[config.mk]
export PLATFORM = sky130hd
export DESIGN_NAME = cdc_count_accum
export DESIGN_NICKNAME = d
export VERILOG_FILES = /design/src/rtl/cdc_count_accum.sv
export SDC_FILE = /design/constraint.sdc
export NUM_CORES = 1
export LEC_CHECK = 0
export CORE_MARGIN = 5
export CORE_UTILIZATION = 25
export CTS_BUF_LIST = sky130_fd_sc_hd__clkbuf_16
export CTS_CLUSTER_SIZE = 20
export DETAILED_ROUTE_END_ITERATION = 10
export PLACE_DENSITY_LB_ADDON = 0.15
export REMOVE_ABC_BUFFERS = 1
export SYNTH_ARGS = -nofsm -noshare
export SYNTH_HDL_FRONTEND = slang
export SYNTH_SLANG_ARGS = --single-unit
[constraint.sdc]
create_clock -name clk -period 2.6 [get_ports clk]
set_input_delay 0.78 -clock clk [delete_from_list [all_inputs] [get_ports clk]]
set_output_delay 0.78 -clock clk [all_outputs]
set_load 0.01 [all_outputs]
[src/rtl/cdc_count_accum.sv]
// ============================================================================
// Module      : cdc_count_accum
// Description : Accumulates increments of a synchronised wrapping count, with
//               a saturating total and a ready/valid snapshot port.
// Revision    : 1.0 - initial release
// ============================================================================
`default_nettype none

module cdc_count_accum #(
    parameter int SRC_W = 2,
    parameter int ACC_W = 16
) (
    input  logic             clk,
    input  logic             rst,
    input  logic [SRC_W-1:0] count_i,
    input  logic             clr,
    input  logic             snap_req,
    input  logic             snap_ready,
    output logic [ACC_W-1:0] acc_o,
    output logic             sat_o,
    output logic [ACC_W-1:0] snap_data,
    output logic             snap_valid,
    output logic             snap_ovr
);

    typedef enum logic [0:0] {
        PRIME = 1'b0,
        RUN   = 1'b1
    } state_t;

    state_t           state;
    logic [SRC_W-1:0] prev;
    logic [SRC_W-1:0] delta;
    logic [ACC_W:0]   sum;
    logic             capture;

    // Modular subtraction makes a wrap from all-ones to zero a step of one.
    assign delta   = count_i - prev;
    assign sum     = {1'b0, acc_o} + {{(ACC_W + 1 - SRC_W){1'b0}}, delta};
    assign capture = snap_req && (!snap_valid || snap_ready);

    always_ff @(posedge clk) begin
        if (rst) begin
            state      <= PRIME;
            prev       <= '0;
            acc_o      <= '0;
            sat_o      <= 1'b0;
            snap_data  <= '0;
            snap_valid <= 1'b0;
            snap_ovr   <= 1'b0;
        end else begin
            state <= RUN;
            prev  <= count_i;

            if (clr) begin
                acc_o <= '0;
                sat_o <= 1'b0;
            end else if (state == RUN) begin
                if (sum[ACC_W]) begin
                    acc_o <= '1;
                    sat_o <= 1'b1;
                end else begin
                    acc_o <= sum[ACC_W-1:0];
                end
            end

            // Snapshot sees the total from before this edge's update or clear.
            if (capture) begin
                snap_data  <= acc_o;
                snap_valid <= 1'b1;
            end else if (snap_ready) begin
                snap_valid <= 1'b0;
            end

            if (snap_req && !capture) begin
                snap_ovr <= 1'b1;
            end
        end
    end

endmodule

`default_nettype wire

-- Word level (Yosys, flattened, before mapping)
Index checks and enable logic that the tools add are counted.
- input bits: 7
- logic and storage cells: 21
- bits in registers: 38
- mux-type cells: 4
- reduce and logical (&&, ||, !) cells: 8
- add/subtract/negate cells: 2
- operators with widths (cell ; count):
    adder 16 x 2 -> 17 bit ; 1
    2-to-1 mux 16 bit ; 1
    2-to-1 mux 1 bit ; 3
    logical AND 1 bit ; 2
    logical NOT 1 bit ; 2
    AND reduction 2 bit ; 1
    nonzero test 2 bit ; 1
    OR reduction 2 bit ; 1
    subtractor 2 bit ; 1
    logical OR 1 bit ; 1

-- Longest topological paths before layout
Gate-level depths: netlist of run 1.
- depth in word-level cells: 5
- mapped depth: 10
- gate-level depth less buffers: 9

-- Least setup slack after synthesis of run 1
OpenSTA, ideal clock, no wires.
- kind: in2reg
- start point: in count_i[0]
- end point: reg acc_o[10]
- path slack: -142 ps
- stages: 10
- buffers on the path: 2
- arrival time: 2671 ps
- cells stage by stage: inv_1 ha_1 xnor2_1 xnor2_1 fa_1 nand3_1 or4_1 buf_2 buf_6 a21oi_1
- word-level cells in the longest chain between the ends: 3
- ends and longest elaborated chain (what ; line ; text):
    from (decl) ; 15 ; input logic [SRC_W-1:0] count_i,
    subtractor 2 bit ; 38 ; assign delta = count_i - prev;
    adder 16 x 2 -> 17 bit ; 39 ; assign sum = {1'b0, acc_o} + {{(ACC_W + 1 - SRC_W){1'b0}}, delta};
    2-to-1 mux 16 bit ; 59 ; if (sum[ACC_W]) begin
    to (signal assigned) ; 63 ; acc_o <= sum[ACC_W-1:0];
    to (decl) ; 19 ; output logic [ACC_W-1:0] acc_o,
Every way passes these cells.
A chain may end at the register's enable or synchronous reset.

-- Worst setup path after layout of run 1
- start point: in count_i[0]
- end point: reg acc_o[11]
Same word-level chain as after synthesis.

==> impl_metrics.csv, run 1 <==
group,metric,value,unit
drt,totalWireLength,4.063,mm
power,pwr_density_cell,531.6,nW/µm²
sta,finClkSkew,0.004321,ns
logic_synthesis,synthesis.area,1573,µm²
logic_synthesis,postSynthCellCount,187,
sta,layout_setup_ws,0.1073,ns
global_routing,grt_pass1_vias,1337,
cells_and_area,drive_gt1_share,13.56,%
sta,relSlewSlack,22.32,%
floorplanning,die_w,89.32,µm
power,peakVddDrop,0.0002233,V
worst_setup_path,critPathBufInv,3,
cts,cts_tree,"built",
logic_synthesis,ys_ff_latch,38,
cts,h-tree-depth,2,
logic_synthesis,synth_area_per_cell,8.410,µm²
logic_synthesis,synth.top_cell.area_share,48.37,%
worst_setup_path,setup.worst_path.class,"in -> reg",
drt,dr.pass1.iters,4,
logic_synthesis,synth_seq_area_share,48.37,%
worst_setup_path,endpoint_kind,"register",
floorplanning,start_util,26.10,%
cells_and_area,multi_input_comb_area,819.5,µm²
drt,num_vias,1441,
sta,tightest_slew,1.163,ns
drt,ant_nets,0,
floorplanning,core,6026,µm²
job,maxCapViolations,0,
drt,drt_iter0_drc,79,
power,p_leak,0.7702,nW
cts,clock_latency,0.27,ns
sta,setup_violations,0,
logic_synthesis,yosysWarnings,0,
global_routing,antenna_found_initial,0,
placed_design,post-place-ws,-0.5900,ns
sta,rsz0062_at_grt,"false",
status,status,"complete, no violations",
placed_design,globalplace.congestion,0.7989,
global_routing,grt_usage,10.73,%
cts,cts_setup_buffers,0,
logic_synthesis,synth_common_cells,"nand2_1 (39), dfxtp_1 (38), a21oi_1 (31)",
cts,clk_transition_reported_paths,0.05,ns
logic_synthesis,yosysTopAreaCell,"dfxtp_1",
global_routing,grt_max_degree,23,
placed_design,dp_hpwl,2.952,mm
logic_synthesis,synth_edf_count,0,
logic_synthesis,synth_most_common_cell,"nand2_1",
sta,hold_violations,0,
logic_synthesis,synth_cell_types,30,
logic_synthesis,ys.flop_type,"dfxtp_1",
drt,via_per_inst,4.633,
worst_setup_path,critPathArrivalTime,2.69,ns
cts,cts-hold-fix-buffers,0,
floorplanning,rows,28,
floorplanning,io_pins,42,
cts,clock_path_buffers,2,
sta,fmaxAchievable,0.4012,GHz
cells_and_area,regArea,760.7,µm²
min_path,hold_class,"reg -> reg",
worst_setup_path,path_max_fanout,8,
drt,drc,0,
worst_setup_path,cpMaxStageDelayCell,"or4_4",
placed_design,numPortBuffers,41,
drt,avgRoutedWirePerCell,13.06,µm
logic_synthesis,synth_area_leaders,"dfxtp_1 (48%), a21oi_1 (9.9%), nand2_1 (9.3%), xnor2_1 (5.6%), ha_1 (2.4%)",
global_routing,gr-total-overflow,0,
global_routing,grt_pass1_wl,6.499,mm
worst_setup_path,start_kind,"primary input",
worst_setup_path,critPathTopFamily,"simple AND/OR/NAND/NOR gates",
worst_setup_path,crit_chain,"clkdlybuf4s15_1, inv_2, ha_4, xnor2_4, xnor2_2, fa_2, nand3_2, or4_4, buf_6, a31oi_1",
floorplanning,die_area,7977,µm²
sta,slew_violations,0,
sta,period_minus_slack,2.493,ns
cells_and_area,fillers,637,
cells_and_area,nets,246,
cells_and_area,stdcell_count,311,
worst_setup_path,slowest_delay,0.55,ns
cts,cts_buffers,5,
cts,cts_sinks,38,
floorplanning,fp.dieH,89.32,µm
cells_and_area,syn_to_final_growth,48.13,%
cts,clock-root-buffer,"clkbuf_16",
cells_and_area,diodes,0,
worst_setup_path,worstPathRequired,2.80,ns
logic_synthesis,async_flop_share,0,%
placed_design,dp.cells,303,
sta,post-route-period-util,95.87,%
==> what timing repair did <==
item,CTS,global route
endpoints found under the setup margin,17,17
resized for setup,12,9
gates cloned,0,0
pin swaps,6,6
==> logic make-up (layout without fill, tap and decap cells) <==
group / count (synthesis) / in the layout / share of synthesized area (%)
buffers and inverters: 16 / 65 / 4.455
and+or+nand+nor: 80 / 80 / 24.11
adders and majority gates: 4 / 4 / 3.660
AOI/OAI and AO/OA: 36 / 36 / 12.01
xor gates and xnor gates: 11 / 11 / 6.126
muxes: 2 / 2 / 1.273
DFF: 38 / 38 / 48.37
==> per-layer routing <==
layer	global-route usage (%)	share of wire, %
met1	13.32	46
met4	3.654	1.4
met2	17.55	47
met5	0	0
met3	3.410	5.0
==> sequential cells by signal, indices dropped and copies added (netlist names) <==
signal,count
prev,2
snap_ovr,1
sat_o,1
snap_valid,1
acc_o,16
state,1
snap_data,16
==> report_power, final <==
group	leakage (nW)	internal [W]	switching [W]
clock network	0.0724	0.000346	0.000211
logic	0.390	0.0000396	0.0000452
registers	0.308	0.000590	0.00000736
==> path summary, 6_finish.rpt <==
| kind | startpoint | endpoint | slack [ns] | cells after the start |
|---|---|---|---|---|
| worst max-delay path | count_i[0] | acc_o[11]$_SDFFE_PP0P_ | 0.11 | 10 |
| worst min-delay path | snap_data[9]$_SDFFE_PP0P_ | snap_data[9]$_SDFFE_PP0P_ | 0.45 | 2 |
| worst max register to register | prev[0]$_SDFF_PP0_ | acc_o[11]$_SDFFE_PP0P_ | 0.51 | 8 |
| worst min register to register | snap_data[9]$_SDFFE_PP0P_ | snap_data[9]$_SDFFE_PP0P_ | 0.45 | 2 |
==> placed cells by master (no fill, tap or decap), types with 5 or more instances in the layout <==
cell / synthesis / final
nor2_1: 9 / 9
a21oi_2: 0 / 5
nand2_1: 39 / 39
clkbuf_16: 0 / 5
xnor2_1: 10 / 8
clkdlybuf4s50_1: 0 / 39
dfxtp_1: 38 / 38
nor3_1: 6 / 6
buf_4: 0 / 9
nand4_1: 5 / 5
inv_1: 5 / 5
a21oi_1: 31 / 26
==> worst min-delay path, stage by stage, from the launching register on <==
cell	delay [ns]
dfxtp_1	0.30
nand2_1	0.05
a21oi_1	0.05
==> through the flow <==
step	hold slack (ns)	total power (W)	cell area [µm²]	TNS [ns]	util [%]
after floorplan	0.4696	0.0006425	1521	-1.951	-
after global placement	0.4435	0.0006849	2108	-9.255	34.99
after detailed placement	0.4397	0.0006856	2108	-9.608	34.99
after CTS	0.4552	0.001258	2287	0	37.96
after global routing	0.4681	0.001297	2330	0	38.66
final	0.4524	0.001238	2330	0	38.66
==> layout make-up <==
class	count	share of cell area [%]
clock inverters	3	0.5371
clock buffers	5	5.371
flip-flops and latches	38	32.65
repair buffers	52	21.43
well taps	75	4.028
inverters	5	0.8056
multi-input cells	133	35.18
Note: power is estimated with default switching activity, not from simulation.
==> run 2, diff against run 1 <==
- GPL_TIMING_DRIVEN: default -> 0
==> run 2 against run 1 <==
Compared with the run above: register-to-register slack worse by 0.05 ns; hold slack better by 0.00062 ns; sequential share of layout area is 0.79 points lower; count of clock-buffer cells in the layout stayed put; die area stayed put; sequential power hardly changed; first-iteration DRC count is 16% lower; clock skew is 0.0015 ns higher; critical path type unchanged; critical endpoint is now acc_o[13]$_SDFFE_PP0P_; largest power group is now the clock network; highest routed layer unchanged.
==> impl_metrics.csv, run 2 (synthesized netlist as in run 1, its figures left out) <==
group,metric,value,unit
floorplanning,rows,28,
min_path,whs_path_depth,2,
sta,post-route-period-util,95.66,%
sta,fmaxAchievable,0.4021,GHz
worst_setup_path,setup.worst_path.class,"in -> reg",
sta,setup_tns,0,ns
sta,hold_violations,0,
drt,drt_iter0_drc,66,
drt,dr.pass1.iters,4,
placed_design,post-place-ws,-0.9680,ns
cts,cts_sinks,38,
sta,relSlewSlack,21.39,%
cells_and_area,nets,246,
worst_setup_path,crit_chain,"dlygate4sd2_1, xnor2_4, xnor2_2, buf_4, fa_2, nand3_4, or4_4, a21oi_2",
cells_and_area,diodes,0,
drt,num_vias,1465,
cells_and_area,syn_to_final_growth,51.79,%
placed_design,numPortBuffers,41,
cells_and_area,top_regs,"acc_o x16, snap_data x16, prev x2",
sta,period_minus_slack,2.487,ns
sta,setup_violations,0,
global_routing,grt_max_degree,24,
cts,clock_latency,0.28,ns
floorplanning,die_w,89.32,µm
min_path,hold_class,"reg -> reg",
cts,clock_path_buffers,2,
drt,totalWireLength,4.187,mm
cts,h-tree-depth,2,
sta,tightest_slew,1.177,ns
cts,cts_buffers,5,
worst_setup_path,critPathArrivalTime,2.69,ns
worst_setup_path,cpMaxStageDelayCell,"or4_4",
worst_setup_path,worstPathRequired,2.81,ns
sta,finClkSkew,0.005861,ns
drt,drc,0,
placed_design,dp_hpwl,2.762,mm
power,pwr_density_cell,566.6,nW/µm²
floorplanning,start_util,26.10,%
drt,via_per_inst,4.711,
cts,clock-root-buffer,"clkbuf_16",
global_routing,grt_usage,11.27,%
cells_and_area,final_util,39.62,%
power,peakVddDrop,0.0002176,V
global_routing,antenna_found_initial,0,
worst_setup_path,path_max_fanout,7,
cells_and_area,mostFrequentLayoutCells,"nand2_1 (39), dfxtp_1 (38), clkdlybuf4s50_1 (38)",
cts,cts-hold-fix-buffers,0,
global_routing,grt_pass1_wl,6.865,mm
power,p_leak,0.8017,nW
cts,cts_tree,"built",
cells_and_area,drive_gt1_share,14.83,%
floorplanning,io_pins,42,
floorplanning,die_area,7977,µm²
cts,clk_transition_reported_paths,0.06,ns
floorplanning,core,6026,µm²
job,maxCapViolations,0,
sta,slew_violations,0,
placed_design,globalplace.congestion,0.7628,
floorplanning,fp.dieH,89.32,µm
worst_setup_path,slowest_delay,0.65,ns
cells_and_area,final_common_cell,"nand2_1",
sta,layout_setup_ws,0.1128,ns
power,power,0.001353,W
drt,ant_nets,0,
worst_setup_path,start_kind,"primary input",
global_routing,grt_pass1_vias,1348,
worst_setup_path,endpoint_kind,"register",
global_routing,gr-total-overflow,0,
worst_setup_path,reg2reg_depth,8,
status,status,"complete, no violations",
drt,avgRoutedWirePerCell,13.46,µm
## run 2: per-layer routing
| metal | GRT usage (%) | up-vias | part of all wire [%] |
|---|---|---|---|
| met3 | 3.318 | 5 | 5.1 |
| met4 | 4.465 | 0 | 1.3 |
| met1 | 14.98 | 683 | 46 |
| met5 | 0 | - | 0 |
| met2 | 17.15 | 38 | 48 |
| li1 | - | 739 | - |
## run 2: cell type report
class / instances / area (µm²)
clock buffers: 5 / 125.1
clock inverters: 3 / 37.54
fillers: 642 / 3638
inverters: 5 / 18.77
multi-input cells: 134 / 869.6
flip-flops and latches: 38 / 760.7
well taps: 75 / 93.84
repair buffers: 51 / 481.7
## run 2: path summary, 6_finish.rpt
kind	endpoint	start	slack [ns]
worst max-delay path	acc_o[13]$_SDFFE_PP0P_	count_i[1]	0.11
worst min-delay path	snap_data[0]$_SDFFE_PP0P_	snap_data[0]$_SDFFE_PP0P_	0.45
worst max register to register	acc_o[13]$_SDFFE_PP0P_	prev[0]$_SDFF_PP0_	0.46
worst min register to register	snap_data[0]$_SDFFE_PP0P_	snap_data[0]$_SDFFE_PP0P_	0.45
## run 2: per-stage QoR
| step | cell area (µm²) | instances | hold WS [ns] |
|---|---|---|---|
| after floorplan | 1521 | 176 | 0.4696 |
| after global placement | 2026 | 292 | 0.4404 |
| after detailed placement | 2026 | 292 | 0.4371 |
| after CTS | 2318 | 307 | 0.4560 |
| after global routing | 2387 | 311 | 0.4696 |
| final | 2387 | 311 | 0.4530 |
## run 2: timing repair
action | CTS | global route
resized for setup | 17 | 10
pin swaps | 12 | 7
endpoints found under the hold margin | 0 | 0
setup buffers | 6 | 4
endpoints found under the setup margin | 17 | 10
gates cloned | 1 | 0
## run 2: where the power goes
group / switching, W / total (W) / internal, W
clock network: 0.000221 / 0.000666 / 0.000445
logic: 0.0000484 / 0.0000901 / 0.0000417
registers: 0.00000748 / 0.000597 / 0.000589
## run 2: worst max-delay path, delay by kind of cell
| family | cells | cell delay (ns) |
|---|---|---|
| and+or+nand+nor | 2 | 0.77 |
| buffers and inverters | 2 | 0.43 |
| xor gates and xnor gates | 2 | 0.32 |
| adders and majority gates | 1 | 0.23 |
| AOI/OAI and AO/OA | 1 | 0.16 |
==> run 3, diff against run 2 <==
- CTS_CLUSTER_DIAMETER: default -> 30
==> results of run 3 <==
Final layout, timing and power as in run 2 (identical DEF).
